**src/rtl/result_collector.sv**
```systemverilog
// Result collector: captures (accR, accI) on each rising edge of flag, tags it with row/col, buffers it in a FIFO.
// Latency: an entry pushed in cycle N into an empty FIFO is presented on out_* from cycle N+1 (first-word fall-through).
// Backpressure: out_* held while out_valid & !out_ready; a capture arriving on a full FIFO without a pop is dropped (sticky overflow).
module result_collector #(
  parameter int ANCHO_PALABRA = 32,
  parameter int DIM           = 32,
  parameter int DEPTH         = 16
) (
  input  logic                           clk,
  input  logic                           rst,
  input  logic                           start,
  input  logic                           flag,
  input  logic [ANCHO_PALABRA-1:0]       accR,
  input  logic [ANCHO_PALABRA-1:0]       accI,
  output logic                           out_valid,
  input  logic                           out_ready,
  output logic [ANCHO_PALABRA-1:0]       out_real,
  output logic [ANCHO_PALABRA-1:0]       out_imag,
  output logic [$clog2(DIM)-1:0]         out_row,
  output logic [$clog2(DIM)-1:0]         out_col,
  output logic                           out_last,
  output logic [$clog2(DIM*DIM):0]       captured,
  output logic                           overflow,
  output logic                           done
);

  localparam int W     = ANCHO_PALABRA;
  localparam int RW    = $clog2(DIM);
  localparam int TOTAL = DIM * DIM;
  localparam int CW    = $clog2(TOTAL) + 1;
  localparam int PW    = $clog2(DEPTH);
  localparam int OW    = PW + 1;

  localparam logic [1:0] S_IDLE    = 2'd0;
  localparam logic [1:0] S_COLLECT = 2'd1;
  localparam logic [1:0] S_FLUSH   = 2'd2;
  localparam logic [1:0] S_DONE    = 2'd3;

  typedef struct packed {
    logic [W-1:0]  re;
    logic [W-1:0]  im;
    logic [RW-1:0] row;
    logic [RW-1:0] col;
    logic          last;
  } entry_t;

  entry_t        mem [DEPTH];
  logic [1:0]    state;
  logic          flag_d;
  logic [PW-1:0] wr_ptr;
  logic [PW-1:0] rd_ptr;
  logic [OW-1:0] count;
  logic [CW-1:0] captured_q;
  logic          overflow_q;
  logic          done_q;

  logic          edge_det;
  logic          cap_edge;
  logic          full;
  logic          pop;
  logic          push;
  logic          arm;
  logic [31:0]   cap32;
  entry_t        new_entry;
  entry_t        head;

  // Edge detect, FIFO handshake decisions and the tag for the current capture index
  always_comb begin
    edge_det  = flag & ~flag_d;
    cap_edge  = edge_det && (state == S_COLLECT);
    full      = (count == OW'(DEPTH));
    pop       = (count != '0) && out_ready;
    // A full FIFO still accepts the push when the head leaves in the same cycle
    push      = cap_edge && (!full || pop);
    arm       = start && ((state == S_IDLE) || (state == S_DONE));
    cap32     = 32'(captured_q);
    new_entry      = '0;
    new_entry.re   = accR;
    new_entry.im   = accI;
    new_entry.row  = RW'(cap32 / 32'(DIM));
    new_entry.col  = RW'(cap32 % 32'(DIM));
    new_entry.last = (cap32 == 32'(TOTAL - 1));
    head      = mem[rd_ptr];
  end

  // Output view of the FIFO head; data reads as zero whenever nothing is presented
  always_comb begin
    out_valid = (count != '0);
    out_real  = '0;
    out_imag  = '0;
    out_row   = '0;
    out_col   = '0;
    out_last  = 1'b0;
    if (out_valid) begin
      out_real = head.re;
      out_imag = head.im;
      out_row  = head.row;
      out_col  = head.col;
      out_last = head.last;
    end
    captured = captured_q;
    overflow = overflow_q;
    done     = done_q;
  end

  // FIFO storage; contents need no reset because occupancy gates visibility
  always_ff @(posedge clk) begin
    if (push) begin
      mem[wr_ptr] <= new_entry;
    end
  end

  // Flag history register, updated every cycle regardless of state
  always_ff @(posedge clk or negedge rst) begin
    if (!rst) begin
      flag_d <= 1'b0;
    end else begin
      flag_d <= flag;
    end
  end

  // FIFO pointers and occupancy; arming a run empties the FIFO
  always_ff @(posedge clk or negedge rst) begin
    if (!rst) begin
      wr_ptr <= '0;
      rd_ptr <= '0;
      count  <= '0;
    end else if (arm) begin
      wr_ptr <= '0;
      rd_ptr <= '0;
      count  <= '0;
    end else begin
      if (push) wr_ptr <= wr_ptr + PW'(1);
      if (pop)  rd_ptr <= rd_ptr + PW'(1);
      if (push && !pop)      count <= count + OW'(1);
      else if (pop && !push) count <= count - OW'(1);
    end
  end

  // Run control: capture counting, sticky overflow and the IDLE/COLLECT/FLUSH/DONE sequence
  always_ff @(posedge clk or negedge rst) begin
    if (!rst) begin
      state      <= S_IDLE;
      captured_q <= '0;
      overflow_q <= 1'b0;
      done_q     <= 1'b0;
    end else begin
      case (state)
        S_IDLE, S_DONE: begin
          if (start) begin
            state      <= S_COLLECT;
            captured_q <= '0;
            overflow_q <= 1'b0;
            done_q     <= 1'b0;
          end
        end
        S_COLLECT: begin
          if (cap_edge) begin
            // Dropped captures still advance the index so later tags stay aligned
            captured_q <= captured_q + CW'(1);
            if (!push) overflow_q <= 1'b1;
            if (captured_q == CW'(TOTAL - 1)) state <= S_FLUSH;
          end
        end
        S_FLUSH: begin
          if (count == '0) begin
            state  <= S_DONE;
            done_q <= 1'b1;
          end
        end
        default: state <= S_IDLE;
      endcase
    end
  end

endmodule

```
**config.mk**
```make
export PLATFORM = sky130hd
export DESIGN_NAME = result_collector
export DESIGN_NICKNAME = d
export VERILOG_FILES = /design/src/rtl/result_collector.sv
export SDC_FILE = /design/constraint.sdc
export NUM_CORES = 1
export LEC_CHECK = 0
export CAP_MARGIN = 20
export CORE_ASPECT_RATIO = 0.75
export CORE_MARGIN = 2
export CORE_UTILIZATION = 45
export CTS_BUF_LIST = sky130_fd_sc_hd__clkbuf_8
export DETAILED_ROUTE_END_ITERATION = 16
export GPL_TIMING_DRIVEN = 0
export HOLD_SLACK_MARGIN = 0.1
export PLACE_DENSITY = 0.64
export SETUP_SLACK_MARGIN = 0.4
export SYNTH_ARGS = -nofsm -noshare
export SYNTH_HDL_FRONTEND = slang
export SYNTH_SLANG_ARGS = --single-unit
export TNS_END_PERCENT = 5
```
**constraint.sdc**
```tcl
create_clock -name clk -period 22.5 [get_ports clk]
set_input_delay 5.625 -clock clk [delete_from_list [all_inputs] [get_ports clk]]
set_output_delay 5.625 -clock clk [all_outputs]
set_load 0.1 [all_outputs]
```
== Yosys cells after proc, flatten, opt, wreduce, memory -nomap -nowiden ==
Memory sizes are Yosys's and may differ from the RTL's.
Cells that the tools add are included.
W data, S select, Z words.

* Bits in latches: 0
* Memories kept: 1
* Input port bits: 69
* Bits in read-only memories: 0
* Bits in writable memories: 1200
* Register bits: 29

* Multiply operators: 0
* Divide/modulo/power cells: 0
* Multiplexer cells: 28
* Order comparisons: 0
* Bitwise gates (word level): 2
* Reduce and logical (&&, ||, !) cells: 24
* Eq/ne operators: 10
* $add $sub $neg: 5
* Shift-type cells: 0

{| class="wikitable"
|+ Memory list
! name !! depth !! bits a word !! rd ports !! clocked after memory_dff !! write ports !! line !! RTL
|-
| mem || 16 || 75 || 1 || 0 || 1 || 47 || <nowiki>entry_t mem [DEPTH];</nowiki>
|}

{| class="wikitable"
|+ Operators by type and width
! operator !! count
|-
| $mux W32 || 2
|-
| $mux W5 || 5
|-
| $mux W11 || 2
|-
| $pmux W11 S2 || 1
|-
| $mux W4 || 4
|-
| $add A11 B1 Y11 const B || 1
|-
| $eq A11 B10 Y1 const B || 1
|-
| $ne A2 B2 Y1 const B || 5
|-
| $add A4 B1 Y4 const B || 2
|-
| $mux W2 || 4
|-
| $reduce_and A4 Y1 || 2
|-
| $reduce_bool A2 Y1 || 4
|-
| $mux W1 || 7
|-
| $logic_and A1 B1 Y1 || 6
|-
| $pmux W2 S3 || 1
|-
| $reduce_and A3 Y1 || 2
|-
| $add A5 B1 Y5 const B || 1
|-
| $eq A5 B5 Y1 const B || 1
|-
| $logic_not A5 Y1 || 1
|-
| $reduce_bool A5 Y1 || 1
|-
| $sub A5 B1 Y5 const B || 1
|-
| $eq A2 B2 Y1 const B || 2
|-
| $pmux W1 S2 || 2
|-
| $logic_not A1 Y1 || 3
|-
| 7 further kinds || 8
|}

== Depth between registers and ports, before layout ==
* Depth after elaboration: 9
* Mapped depth: 11
* Gate-level depth less buffers: 10

== Least setup slack after synthesis ==
Ideal clock, no wire load.

* Kind: input -> register
* Start point: input flag
* End point: memory mem[3][0] (netlist bit) (enable)
* Path buffers: 1
* Arrival: 13.196 ns
* Library setup time: 0.693 ns
* Required time: 21.807 ns
* Stages on the path: 4
* Setup slack: 8.611 ns
* Path through: nand3b_1 a21o_1 buf_6 nor4_1

* Word-level cells in the longest chain between the ends: 5

{| class="wikitable"
|+ RTL lines
! item !! line !! RTL
|-
| start, declared || 12 || <nowiki>input logic flag,</nowiki>
|-
| $and A1 B1 Y1 || 69 || <nowiki>edge_det = flag & ~flag_d;</nowiki>
|-
| $logic_and A1 B1 Y1 || 70 || <nowiki>cap_edge = edge_det && (state == S_COLLECT);</nowiki>
|-
| $logic_and A1 B1 Y1 || 74 || <nowiki>push = cap_edge && (!full || pop);</nowiki>
|-
| $mux W1 || 108 || <nowiki>if (push) begin</nowiki>
|-
| $mux W1 (not written as such) || 109 || <nowiki>mem[wr_ptr] <= new_entry;</nowiki>
|-
| end, declared || 47 ||
|}

No other way between the ends.

== Worst setup path in the final report ==
* Start point: register rd_ptr[2]
* End point: output out_imag[23]

* Word-level cells in the longest chain between the ends: 2

{| class="wikitable"
|+ RTL lines
! item !! line !! RTL
|-
| start, declared || 51 || <nowiki>logic [PW-1:0] rd_ptr;</nowiki>
|-
| start signal, assigned || 134 || <nowiki>if (pop) rd_ptr <= rd_ptr + PW'(1);</nowiki>
|-
| $mem_v2 Z16 W75 || -- ||
|-
| $mux W32 || 94 || <nowiki>if (out_valid) begin</nowiki>
|-
| end, declared || 18 || <nowiki>output logic [ANCHO_PALABRA-1:0] out_imag,</nowiki>
|}

No other way between the ends.

==> impl_results.md <==
- Status: complete, no violations
- # DRC: 0
- Max_slew headroom: 0.285
- Pwr Total: 7150 uW
- #FFs+latches synth: 1,229
- Initial antenna violation count: 10
- Port Buf Inserts: 157
- Tmin final: 11.05 ns
- Global-route usage over all layers: 0.222
- DR iter-0 viols: 2,725
- Layout cells sized above 1: 0.259
- Post-route design area: 56,100 um^2
- Mapped Cells: 2,279
- Post-DP Area: 52,900 um^2
- Postcts setup bufs: 0
- First-pass DRT Iterations: 7
- H-tree Lvls: 4
- Setup violators final: 0
- Final Slew Violations: 0
- Layout Area Growth over Synthesis: 16.0%
- Asr flop ratio synth: 0.0236
- Initial Utilization: 0.452
- Achievable frequency: 90.5 MHz
- R2R depth: 13
- Worst skew pair latency: 0.87 ns
- Reg clk slew, reported paths: 0.06 ns
- Most frequent cells in the layout: edfxtp_1 (1,200), mux4_2 (243), clkbuf_8 (187)
- Clock skew: 0.0301 ns
- Setup CP Type: register to output port
- First-pass GRT wire length: 175,000 um
- CP most frequent cell: buf_2
- Total clock buffers created by CTS: 184
- Die H: 288 um
- Root Buffer: clkbuf_8
- Gpl congestion: 0.751
- Data required, critical path: 16.88 ns
- Dpl ws: 12.36 ns
- Seq/Total Area, Yosys: 0.760
- GRT overflow: 0
- Post-DR vias/cell: 5.83
- RSZ-0062 raised after global routing: false
- Hold/Removal Path Class: register to register
- Antenna Nets Post-Route: 0
- Final WL: 122,000 um
- Max VDD drop: 0.000158 V
- Hold Crit Start: count[2]
- Final #Nets: 2,789
- Ys flop type: edfxtp_1
- Hold Fails Final Rpt: 0
- Startpoint types: register
- CP arrival: 5.42 ns
- Synthesized Nets: 2,361
- Clock sink count: 1,229
- Worst R2R Start: state[1]
- Die area: 110,000 um^2
- Cell Rows: 104
- Chip width: 383 um
- Cts hold-fix bufs: 0
- IO Pins: 158
- CP max stage cell: clkdlybuf4s50_1
- Leakage: 0.0180 uW
- Worst R2R End: mem[3][47]
- Vias: 25,000
- Critical Path Fanout Max: 10
- CORE AREA: 107,000 um^2
- Min setup slack post-route: 11.45 ns
- CTS tree: built
- Worst Tran Pin Value: 1.07 ns
- Period utilisation layout: 0.491
- Leading cell type in the layout, fill and taps excluded: edfxtp_1
- WHS Endpoint: count[2]
- Post-Layout Cell Count: 4,285
- FF-to-FF setup slack: 18.83 ns
- Cell count after placement: 3,951
- Critical path cell sequence: buf_2 > buf_2 > clkbuf_1 > buf_2 > mux2i_1 > o22ai_1 > clkdlybuf4s50_1
- WL per Instance: 28.4 um
- Synth unique cells: 53
- Yosys warnings: 0
- Max cap viols: 0
- Number of global-route vias before repair: 25,500
- WHS Path Cells: 1
- Syn avg cell area: 21.2 um^2
- Resize count post-CTS: 0
- Slowest stage delay, CP: 1.28 ns
- PD cells: 127 nW/um^2
- Synthesized cell area: 48,400 um^2
- Worst setup EP type: output port
- Largest net degree at the start of global routing: 45
- HPWL after DPL: 77,200 um
- Post-route core utilization: 0.525
- EDFF count, synth: 1,200
- Max clock buf depth: 3
- FILL cells: 8,368
metrics by stage:
| step | hold WS [ns] | setup TNS [ns] |
|---|---|---|
| finish | 0.557 | 0 |
| global route | 0.574 | 0 |
| CTS | 0.560 | 0 |
| detailed placement | 0.543 | 0 |
| global placement | 0.520 | -347.63 |
| floorplan | 0.502 | 0 |
flip-flops by register name, summed over array words and instances, names as in the netlist:
register / flops
mem: 1200
captured: 11
count: 5
rd_ptr: 4
wr_ptr: 4
state: 2
done: 1
flag_d: 1
overflow: 1
worst max path at each step:
stage | endpoint | slack, ns | from
floorplan | mem[3][0] | 8.61 | flag
global placement | mem[0][47] | -1.31 | flag
detailed placement | out_imag[23] | 12.36 | rd_ptr[2]
CTS | out_imag[23] | 11.38 | rd_ptr[2]
global route | out_imag[23] | 11.20 | rd_ptr[2]
finish | out_imag[23] | 11.45 | rd_ptr[2]
cells in the mapped netlist, types with 3 or more instances:
cell / number / area (um^2)
a22oi_1: 7 / 52.6
a221o_1: 43 / 430
buf_2: 44 / 220
mux2i_1: 174 / 1740
mux2_2: 86 / 968
nor4_1: 5 / 31.3
buf_1: 4 / 15.0
nor2_1: 19 / 71.3
inv_1: 55 / 206
o21ai_0: 13 / 65.1
a21oi_1: 15 / 75.1
a211oi_1: 46 / 345
o22ai_1: 67 / 419
edfxtp_1: 1200 / 36000
nand4_1: 8 / 50.1
buf_4: 41 / 308
dfrtp_1: 29 / 726
xnor2_1: 6 / 52.6
or4_1: 6 / 45.0
nand2b_1: 5 / 31.3
nand3_1: 12 / 60.1
nor2b_1: 4 / 25.0
ha_1: 12 / 150
o31ai_1: 5 / 37.5
nor3_1: 4 / 20.0
o21a_1: 3 / 22.5
and2_1: 11 / 68.8
clkbuf_1: 50 / 188
mux2_1: 4 / 45.0
nand2_1: 21 / 78.8
o211ai_1: 10 / 75.1
mux4_2: 243 / 5470
worst max-delay path, delay by kind of cell (launching register included):
kind | cells | cell delay (ns)
AOI/OAI and AO/OA | 1 | 0.58
DFF | 1 | 0.32
muxes | 1 | 0.14
buffers and inverters | 5 | 3.47
area by class of cell:
type / count / area (um^2) / share of cell area
buffer: 140 / 742 / 0.0132
multi-input combinational: 855 / 10800 / 0.192
clock buffer: 187 / 2570 / 0.0459
tap: 1431 / 1790 / 0.0319
antenna: 2 / 5.00 / 0.0000892
inverter: 55 / 206 / 0.00368
sequential: 1229 / 36800 / 0.655
timing repair buffer: 242 / 2630 / 0.0469
clock inverter: 144 / 656 / 0.0117
cells by family after synthesis:
logic type | after synthesis | synth area share
buffers and inverters | 195 | 0.0196
multiplexers | 507 | 0.170
XOR/XNOR | 8 | 0.00145
adder cells (fa/ha/maj) | 13 | 0.00352
flip-flops | 1229 | 0.760
AND/OR/NAND/NOR | 105 | 0.0116
AO/OA/AOI/OAI | 222 | 0.0343
report_power, final:
group,switching [uW],internal [uW],total (uW)
sequential,23.6,2560,2580
clock,839,793,1630
combinational,2000,932,2940
total,2870,4280,7150
routing by layer:
layer	track usage	vias up	wire (um)
met2	0.346	1170	57300
met1	0.319	13200	51000
met4	0.0671	8	2500
met5	0	-	53
met3	0.0452	178	10900
li1	-	10400	-
No activity file was read; power rests on OpenSTA's default activity.
